--- src/rtl/hydra_pkg.sv ---
// Shared types and sizing for the page arbiter slice.
package hydra_pkg;
  localparam int PORT_NUM   = 16;
  localparam int PAGE_WORDS = 8;

  typedef logic [2:0] prior_t;
  typedef logic [3:0] port_idx_t;

  typedef enum logic {
    ST_IDLE  = 1'b0,
    ST_BURST = 1'b1
  } arb_state_e;
endpackage

--- src/rtl/page_arbiter_rr_pick.sv ---
// Combinational round-robin first-set search: scans mask upward from ptr, wrapping.
module rr_pick
  import hydra_pkg::*;
#(
  parameter int N = hydra_pkg::PORT_NUM
) (
  input  logic [N-1:0] mask,
  input  port_idx_t    ptr,
  output logic         found,
  output port_idx_t    idx
);
  port_idx_t cand;

  // Walk from the farthest offset down so the nearest set bit wins last.
  always_comb begin
    found = 1'b0;
    idx   = '0;
    cand  = '0;
    for (int k = N - 1; k >= 0; k--) begin
      cand = port_idx_t'((int'(ptr) + k) % N);
      if (mask[cand]) begin
        found = 1'b1;
        idx   = cand;
      end
    end
  end
endmodule

--- src/rtl/page_arbiter.sv ---
// Page burst arbiter for the shared SRAM write path; round-robin with back-to-back bursts.
// Defining PAGE_ARB_PRIORITY_EN restricts each arbitration to the highest-priority requesters.
module page_arbiter
  import hydra_pkg::*;
#(
  parameter int PORT_NUM   = hydra_pkg::PORT_NUM,
  parameter int PAGE_WORDS = hydra_pkg::PAGE_WORDS
) (
  input  logic                  clk,
  input  logic                  rst_n,
  input  logic [PORT_NUM-1:0]   req,
  input  logic [3*PORT_NUM-1:0] req_prior,
  output logic [PORT_NUM-1:0]   gnt,
  output logic                  gnt_vld,
  output logic [3:0]            gnt_port,
  output logic [2:0]            word_cnt,
  output logic                  gnt_last
);
  arb_state_e          state_q;
  logic [PORT_NUM-1:0] gnt_q;
  logic                gnt_vld_q;
  logic                gnt_last_q;
  port_idx_t           gnt_port_q;
  port_idx_t           rr_ptr_q;
  logic [2:0]          word_cnt_q;

  logic [PORT_NUM-1:0] elig;
  logic                burst_end;
  port_idx_t           next_rr;
  port_idx_t           pick_ptr;
  logic                found;
  port_idx_t           win;

`ifdef PAGE_ARB_PRIORITY_EN
  prior_t max_p;
  always_comb begin
    max_p = '0;
    elig  = '0;
    for (int i = 0; i < PORT_NUM; i++) begin
      if (req[i] && (req_prior[3*i +: 3] > max_p)) max_p = req_prior[3*i +: 3];
    end
    for (int i = 0; i < PORT_NUM; i++) begin
      elig[i] = req[i] && (req_prior[3*i +: 3] == max_p);
    end
  end
`else
  logic unused_prior;
  assign unused_prior = ^req_prior;
  assign elig         = req;
`endif

  // A burst ends on its last word or when the owner withdraws; both re-arbitrate at once.
  assign burst_end = (state_q == ST_BURST) && (gnt_last_q || !req[gnt_port_q]);
  assign next_rr   = (int'(gnt_port_q) == PORT_NUM - 1) ? '0 : gnt_port_q + 4'd1;
  assign pick_ptr  = burst_end ? next_rr : rr_ptr_q;

  rr_pick #(.N(PORT_NUM)) u_pick (
    .mask  (elig),
    .ptr   (pick_ptr),
    .found (found),
    .idx   (win)
  );

  always_ff @(posedge clk or negedge rst_n) begin
    if (!rst_n) begin
      state_q    <= ST_IDLE;
      gnt_q      <= '0;
      gnt_vld_q  <= 1'b0;
      gnt_last_q <= 1'b0;
      gnt_port_q <= '0;
      rr_ptr_q   <= '0;
      word_cnt_q <= '0;
    end else begin
      if (burst_end) rr_ptr_q <= next_rr;
      case (state_q)
        ST_BURST: begin
          if (!burst_end) begin
            word_cnt_q <= word_cnt_q + 3'd1;
            gnt_last_q <= ((word_cnt_q + 3'd1) == 3'(PAGE_WORDS - 1));
          end
        end
        default: ;
      endcase
      if ((state_q == ST_IDLE) || burst_end) begin
        if (found) begin
          state_q    <= ST_BURST;
          gnt_q      <= {{(PORT_NUM-1){1'b0}}, 1'b1} << win;
          gnt_vld_q  <= 1'b1;
          gnt_port_q <= win;
          word_cnt_q <= '0;
          gnt_last_q <= (PAGE_WORDS == 1);
        end else begin
          state_q    <= ST_IDLE;
          gnt_q      <= '0;
          gnt_vld_q  <= 1'b0;
          gnt_port_q <= '0;
          word_cnt_q <= '0;
          gnt_last_q <= 1'b0;
        end
      end
    end
  end

  assign gnt      = gnt_q;
  assign gnt_vld  = gnt_vld_q;
  assign gnt_port = gnt_port_q;
  assign word_cnt = word_cnt_q;
  assign gnt_last = gnt_last_q;
endmodule

--- config.mk ---
export PLATFORM = sky130hd
export DESIGN_NAME = page_arbiter
export DESIGN_NICKNAME = d
export VERILOG_FILES = /design/src/rtl/hydra_pkg.sv /design/src/rtl/page_arbiter_rr_pick.sv /design/src/rtl/page_arbiter.sv
export SDC_FILE = /design/constraint.sdc
export NUM_CORES = 1
export LEC_CHECK = 0
export ABC_AREA = 1
export CORE_ASPECT_RATIO = 2
export CORE_UTILIZATION = 30
export CTS_CLUSTER_DIAMETER = 60
export DETAILED_ROUTE_END_ITERATION = 10
export SLEW_MARGIN = 20
export SYNTH_ARGS = -nofsm -noshare
export SYNTH_HDL_FRONTEND = slang
export SYNTH_SLANG_ARGS = --single-unit
--- constraint.sdc ---
create_clock -name clk -period 4.39 [get_ports clk]
set_input_delay 0.878 -clock clk [delete_from_list [all_inputs] [get_ports clk]]
set_output_delay 0.878 -clock clk [all_outputs]
set_load 0.01 [all_outputs]
# Word-level counts from Yosys, hierarchy flattened
# Index checks and enable logic that the tools add are counted.
dict set report op_classes {
  add_sub_neg 17
  order_cmp 17
  n_eq_ne 3
  n_shift 1
  muxes 77
  bitwise 1
  n_reduce_logical 6
}
# operator count
set op_table {}
lappend op_table {{4-bit by 5-bit < comparator with 1-bit output, second input constant} 17}
lappend op_table {{4-bit 2-to-1 mux} 19}
lappend op_table {{1-bit binary-select mux with 4-bit select} 17}
lappend op_table {{1-bit 2-to-1 mux} 37}
lappend op_table {{4-bit adder, second input constant} 8}
lappend op_table {{4-bit by 3-bit adder with 4-bit output, second input constant} 4}
lappend op_table {{16-bit 2-to-1 mux} 1}
lappend op_table {{1-bit by 4-bit << shifter with 16-bit output, first input constant} 1}
lappend op_table {{3-bit 2-to-1 mux} 3}
lappend op_table {{4-bit by 1-bit adder with 4-bit output, second input constant} 2}
lappend op_table {{4-bit by 2-bit adder with 4-bit output, second input constant} 2}
lappend op_table {{4-bit by 1-bit == test with 1-bit output, second input constant} 1}
lappend op_table {{3-bit by 1-bit adder with 3-bit output, second input constant} 1}
lappend op_table {{3-bit == test, second input constant} 1}
lappend op_table {{1-bit logical OR} 2}
lappend op_table {{2-bit by 1-bit != test with 1-bit output, second input constant} 1}
lappend op_table {{2-bit AND reduction} 1}
lappend op_table {{2-bit nonzero test} 1}
lappend op_table {{1-bit logical AND} 1}
lappend op_table {{1-bit logical NOT} 1}
lappend op_table {{1-bit NOT} 1}
dict set report word_totals {
  ff_bits 29
  inputBits 66
  out_inout_bits 25
  elab_cells 128
}

# Logic depth before layout (Yosys ltp)
dict set report logic_depth {
  ltp_word 27
  depth_mapped 45
  ltp_nobuf 43
}

# By module
# Synthesis repeated with hierarchy kept, for this count alone.
dict set report unflattened {
  hier_cells 595
  area_unflattened_um2 3458.3
}
# mod instances cells_each area_each_um2 seq_area_each_um2
set by_module_without_submodules {}
lappend by_module_without_submodules {rr_pick 1 364 1784.2 0.0}
lappend by_module_without_submodules {page_arbiter 1 231 1674.1 725.7}

# Least setup slack after synthesis
# OpenSTA, ideal clock, no wires.
dict set report synth_timing {
  path_type {input -> register}
  from {input req[15]}
  to {register gnt_q[2], in the netlist gnt[2]}
  setup_time_ps 66
  arrival_ps 4128
  required_time_ps 4324
  slack_ps 196
  path_stages 40
  n_path_buf 2
  cell_sequence {inv_1 > nand2_1 > nand3_1 > nand2_1 > nand2_1 > nand2_1 > inv_2 > nand2_4 > nand2_8 > nand2_8 > nand2_4 > nand2_4 > buf_8 > ha_1 > inv_1 > clkbuf_1 > nand3_1 > nand2_1 > [... 4 more ...] > inv_1 > nand2_1 > nand2_1 > nand2_1 > nand2_1 > nand2_1 > nand3_1 > nand2_1 > nand2_1 > nand2_1 > nand2_1 > nand2_1 > nand2_1 > nand2_1 > nand2_2 > a21oi_2 > nand4_1 > nand2_1}
}
dict set report synth_via {
  elab_chain_cells 27
  word_cells_on_any_way 88
  classes_between {15 x add/sub; 1 x shift; 68 x mux; 4 x reduce/logical}
}
# item line_no
set synth_lines {}
lappend synth_lines {{start, declared} page_arbiter.sv:11} ;# input logic [PORT_NUM-1:0] req,
lappend synth_lines {{1-bit binary-select mux with 4-bit select} page_arbiter.sv:53} ;# assign burst_end = (state_q == ST_BURST) && (gnt_last_q || !req[gnt_port_q]);
lappend synth_lines {{1-bit 2-to-1 mux (implied by the code)} page_arbiter.sv:53}
lappend synth_lines {{1-bit logical NOT} page_arbiter.sv:53}
lappend synth_lines {{1-bit logical OR} page_arbiter.sv:53}
lappend synth_lines {{1-bit logical AND} page_arbiter.sv:53}
lappend synth_lines {{4-bit 2-to-1 mux} page_arbiter.sv:55} ;# assign pick_ptr = burst_end ? next_rr : rr_ptr_q;
lappend synth_lines {{4-bit adder} page_arbiter_rr_pick.sv:20} ;# cand = port_idx_t'((int'(ptr) + k) % N);
lappend synth_lines {{1-bit binary-select mux with 4-bit select} page_arbiter_rr_pick.sv:21} ;# if (mask[cand]) begin
lappend synth_lines {{1-bit 2-to-1 mux (implied by the code)} page_arbiter_rr_pick.sv:21}
lappend synth_lines {{4-bit 2-to-1 mux (16 in a row)} page_arbiter_rr_pick.sv:21}
lappend synth_lines {{1-bit by 4-bit << shifter with 16-bit output} page_arbiter.sv:87} ;# gnt_q <= {{(PORT_NUM-1){1'b0}}, 1'b1} << win;
lappend synth_lines {{16-bit 2-to-1 mux} page_arbiter.sv:85} ;# if (found) begin
lappend synth_lines {{end signal, assigned} page_arbiter.sv:87}
lappend synth_lines {{end, declared} page_arbiter.sv:20} ;# logic [PORT_NUM-1:0] gnt_q;
# Parallel ways exist; a longest one is shown, timed or not. The select of a mux whose other input is x is not followed.
# A chain may end at the register's enable or synchronous reset.

# Final worst setup path
dict set report layout_timing {
  from {input req[6]}
  to {register gnt_q[8], in the netlist gnt[8]}
}
# The elaborated chain is that of the path after synthesis.

==> results.sh <==
export IMPL_status="finished clean"
export IMPL_slew_viol_final=0
export IMPL_grt_use_total=0.2194
export IMPL_start_util=0.3104
export IMPL_multi_input_area_mm2=0.002804
export IMPL_die_area_mm2=0.01221
export IMPL_seq_area_um2=728.2
export IMPL_fin_cells=881
export IMPL_fillCellCount=1148
export IMPL_drv_cap=0
export IMPL_routed_wl_mm=13.38
export IMPL_area_growth_synth_to_final_pct=55.88
export IMPL_synth_adder_area_share=0.03195
export IMPL_finalCriticalPeriod_ns=4.109
export IMPL_clockRootBuffer="clkbuf_16"
export IMPL_synth_cell_type_count=33
export IMPL_synth_top_family_by_area="simple AND/OR/NAND/NOR gates"
export IMPL_placedCellCount=846
export IMPL_syn_nets=662
export IMPL_grt_start_max_net_pins=30
export IMPL_final_hold_violation_count=0
export IMPL_fmax_mhz=243.4
export IMPL_ys_warn_count=0
export IMPL_core_area_mm2=0.01135
export IMPL_skew_ns=0.004824
export IMPL_ys_ff_latch=29
export IMPL_critPathKind="primary input to register"
export IMPL_rows=55
export IMPL_ant_nets=0
export IMPL_antenna_cells=0
export IMPL_clock_path_buffers=2
export IMPL_cts_sinks=29
export IMPL_reg2reg_slack_ns=0.37
export IMPL_cp_common_cell="nand2_1"
export IMPL_rr_worst_depth=38
export IMPL_rsz0062_at_grt="yes"
export IMPL_synth_compound_area_share=0.06035
export IMPL_grt_pass1_vias=4362
export IMPL_holdPathStages=2
export IMPL_yosysSeqAreaShare=0.2059
export IMPL_crit_fanout=6
export IMPL_vias=4422
export IMPL_min_to="gnt[8]"
export IMPL_setup_viol=0
export IMPL_fin_setup_tns_ns=0
export IMPL_h_tree_depth=2
export IMPL_synth_avg_cell_area_um2=6.004
export IMPL_drive_above_1_share=0.3884
export IMPL_grt_pass1_wl_mm=20.68
export IMPL_finalCritPeriodShare=0.9360
export IMPL_netlist_area_mm2=0.003525
export IMPL_worstHoldPathType="register to register"
export IMPL_antenna_found_initial=0
export IMPL_gp_congestion=0.9614
export IMPL_timing_slew_headroom=0.6592
export IMPL_first_pass_iters=4
export IMPL_die_height_um=155.3
export IMPL_io_pins=91
export IMPL_clk_latency_ns=0.28
export IMPL_end_kind="register"
export IMPL_die_w_um=78.65
export IMPL_dp_hpwl_mm=10.45
export IMPL_synthXorXnorAreaFrac=0.01668
export IMPL_start_kind="primary input"
export IMPL_io_buffers=42
export IMPL_final_core_util=0.4839
export IMPL_post_route_drc_count=0
export IMPL_hp_start="gnt[8]"
export IMPL_cp_data_arrival_time_ns=4.33
export IMPL_reg2reg_from="gnt_port[0]"
export IMPL_crit_path_max_incr_delay_ns=0.32
export IMPL_final_nets=813
export IMPL_rr_endpoint="gnt[8]"
export IMPL_cts_tree="done"
export IMPL_slowest_stage="ha_4"
export IMPL_crit_start="req[6]"
export IMPL_path_clk_slew_ns=0.05
export IMPL_cts_made_buffers=5
export IMPL_synth_simple_area_share=0.5726
export IMPL_drt_iter0_drc=160
export IMPL_synthMuxAreaShare=0
export IMPL_required_ns=4.61
export IMPL_routedWlPerCell_um=15.19
export IMPL_netlist_instances=587
export IMPL_tightest_slew_ns=0.5081
export IMPL_overflow=0
export IMPL_viasPerCell=5.019
## how the worst max path moves through the flow
stage | to | slack (ns) | cells past startpoint
2_1_floorplan | gnt[2] | 0.20 | 40
3_3_place_gp | gnt[2] | -0.48 | 38
4_1_cts | gnt[2] | 0.001 | 37
3_5_place_dp | gnt[2] | -0.55 | 39
6_report | gnt[8] | 0.28 | 37
5_1_grt | gnt[8] | -0.04 | 37
## layout by cell type, fill, tap and decap left out, types with 3 or more instances in the layout
master / netlist / layout
nand2_1: 214 / 192
nand3_4: 0 / 10
nand2_4: 10 / 17
nand3_1: 129 / 100
inv_1: 57 / 36
clkbuf_2: 0 / 6
nand4_1: 9 / 9
o21ai_0: 3 / 3
clkbuf_16: 0 / 5
buf_4: 2 / 105
nor2_1: 12 / 10
buf_6: 6 / 9
inv_4: 0 / 4
clkdlybuf4s50_1: 0 / 26
nand2_2: 24 / 40
dfrtp_1: 29 / 27
dlymetal6s2s_1: 0 / 6
ha_1: 9 / 5
a21oi_1: 28 / 27
nand3_2: 11 / 30
o21ai_1: 3 / 3
inv_2: 13 / 28
nand2_8: 2 / 3
nor2_2: 2 / 4
## cells in the mapped netlist
master,number,area [um2]
buf_6,6,67.56
xnor2_1,2,17.52
ha_1,9,112.6
nand2_4,10,112.6
nand4_1,9,56.30
xor2_1,1,8.760
inv_2,13,48.80
nand2_8,2,40.04
nor2_1,12,45.04
a21oi_2,2,17.52
nor4_1,2,12.51
buf_2,1,5.000
nand2_1,214,803.3
clkinv_1,1,3.750
buf_4,2,15.01
xor2_2,2,32.53
buf_8,1,15.01
o21bai_1,1,7.510
o21ai_1,3,15.01
clkbuf_1,5,18.77
inv_1,57,214.0
a21oi_1,28,140.1
o41ai_1,1,8.760
dfrtp_1,29,725.7
nand2_2,24,150.1
o21ai_2,1,8.760
inv_6,1,8.760
nor3b_1,1,7.510
nand3_1,129,645.6
nand3_2,11,110.1
nor2_4,2,22.52
nor2_2,2,12.51
o21ai_0,3,15.01
## metal layers
layer / share of wire / track usage / vias up
met4: 0.086 / 0.2063 / 0
li1: - / - / 2196
met5: 0 / 0 / -
met1: 0.33 / 0.1919 / 2042
met2: 0.56 / 0.4211 / 121
met3: 0.022 / 0.01642 / 63
## area by class of cell
| class | instances | area share |
|---|---|---|
| multi-input cells | 473 | 0.5104 |
| repair inverters | 1 | 0.001366 |
| flip-flops and latches | 29 | 0.1325 |
| clock buffers | 7 | 0.02778 |
| well taps | 142 | 0.03234 |
| clock inverters | 1 | 0.0009110 |
| repair buffers | 156 | 0.2412 |
| inverters | 72 | 0.05352 |
## critical path, delay by kind of cell
family	cells	cell delay, ns
compound gates	2	0.18
fa+ha+maj	1	0.32
buf+inv	4	0.57
simple gates	30	2.38
## sequential cells by signal, summed over array words and instances (netlist names)
| name | count |
|---|---|
| gnt_last | 1 |
| gnt_vld | 1 |
| gnt | 16 |
| word_cnt | 3 |
| gnt_port | 4 |
| rr_ptr_q | 4 |
## cell families (layout without fill, tap and decap cells)
logic type      after synthesis  count (layout)
simple gates                418             420
xor+xnor                      5               5
flops                        29              29
buf+inv                      87             237
compound gates               39              39
fa+ha+maj                     9               9
## per-stage QoR
step,hold WS [ns],worst slack (ns),area [um2]
floorplan,0.5139,0.1964,3525
global placement,0.4688,-0.4803,4677
detailed placement,0.4646,-0.5483,4677
CTS,0.4866,0.001110,4986
global route,0.5048,-0.03505,5494
finish,0.4812,0.2811,5494
## repair_timing
item	CTS	global route
endpoints found under the setup margin	20	21
gates cloned	1	2
hold endpoints to repair	0	0
buffers inserted	7	17
hold buffers	0	0
resized for setup	24	131
pin swaps	11	54
Power is not shown: default switching activity piles up to over one toggle a cycle in this logic, so the estimate is an artifact.
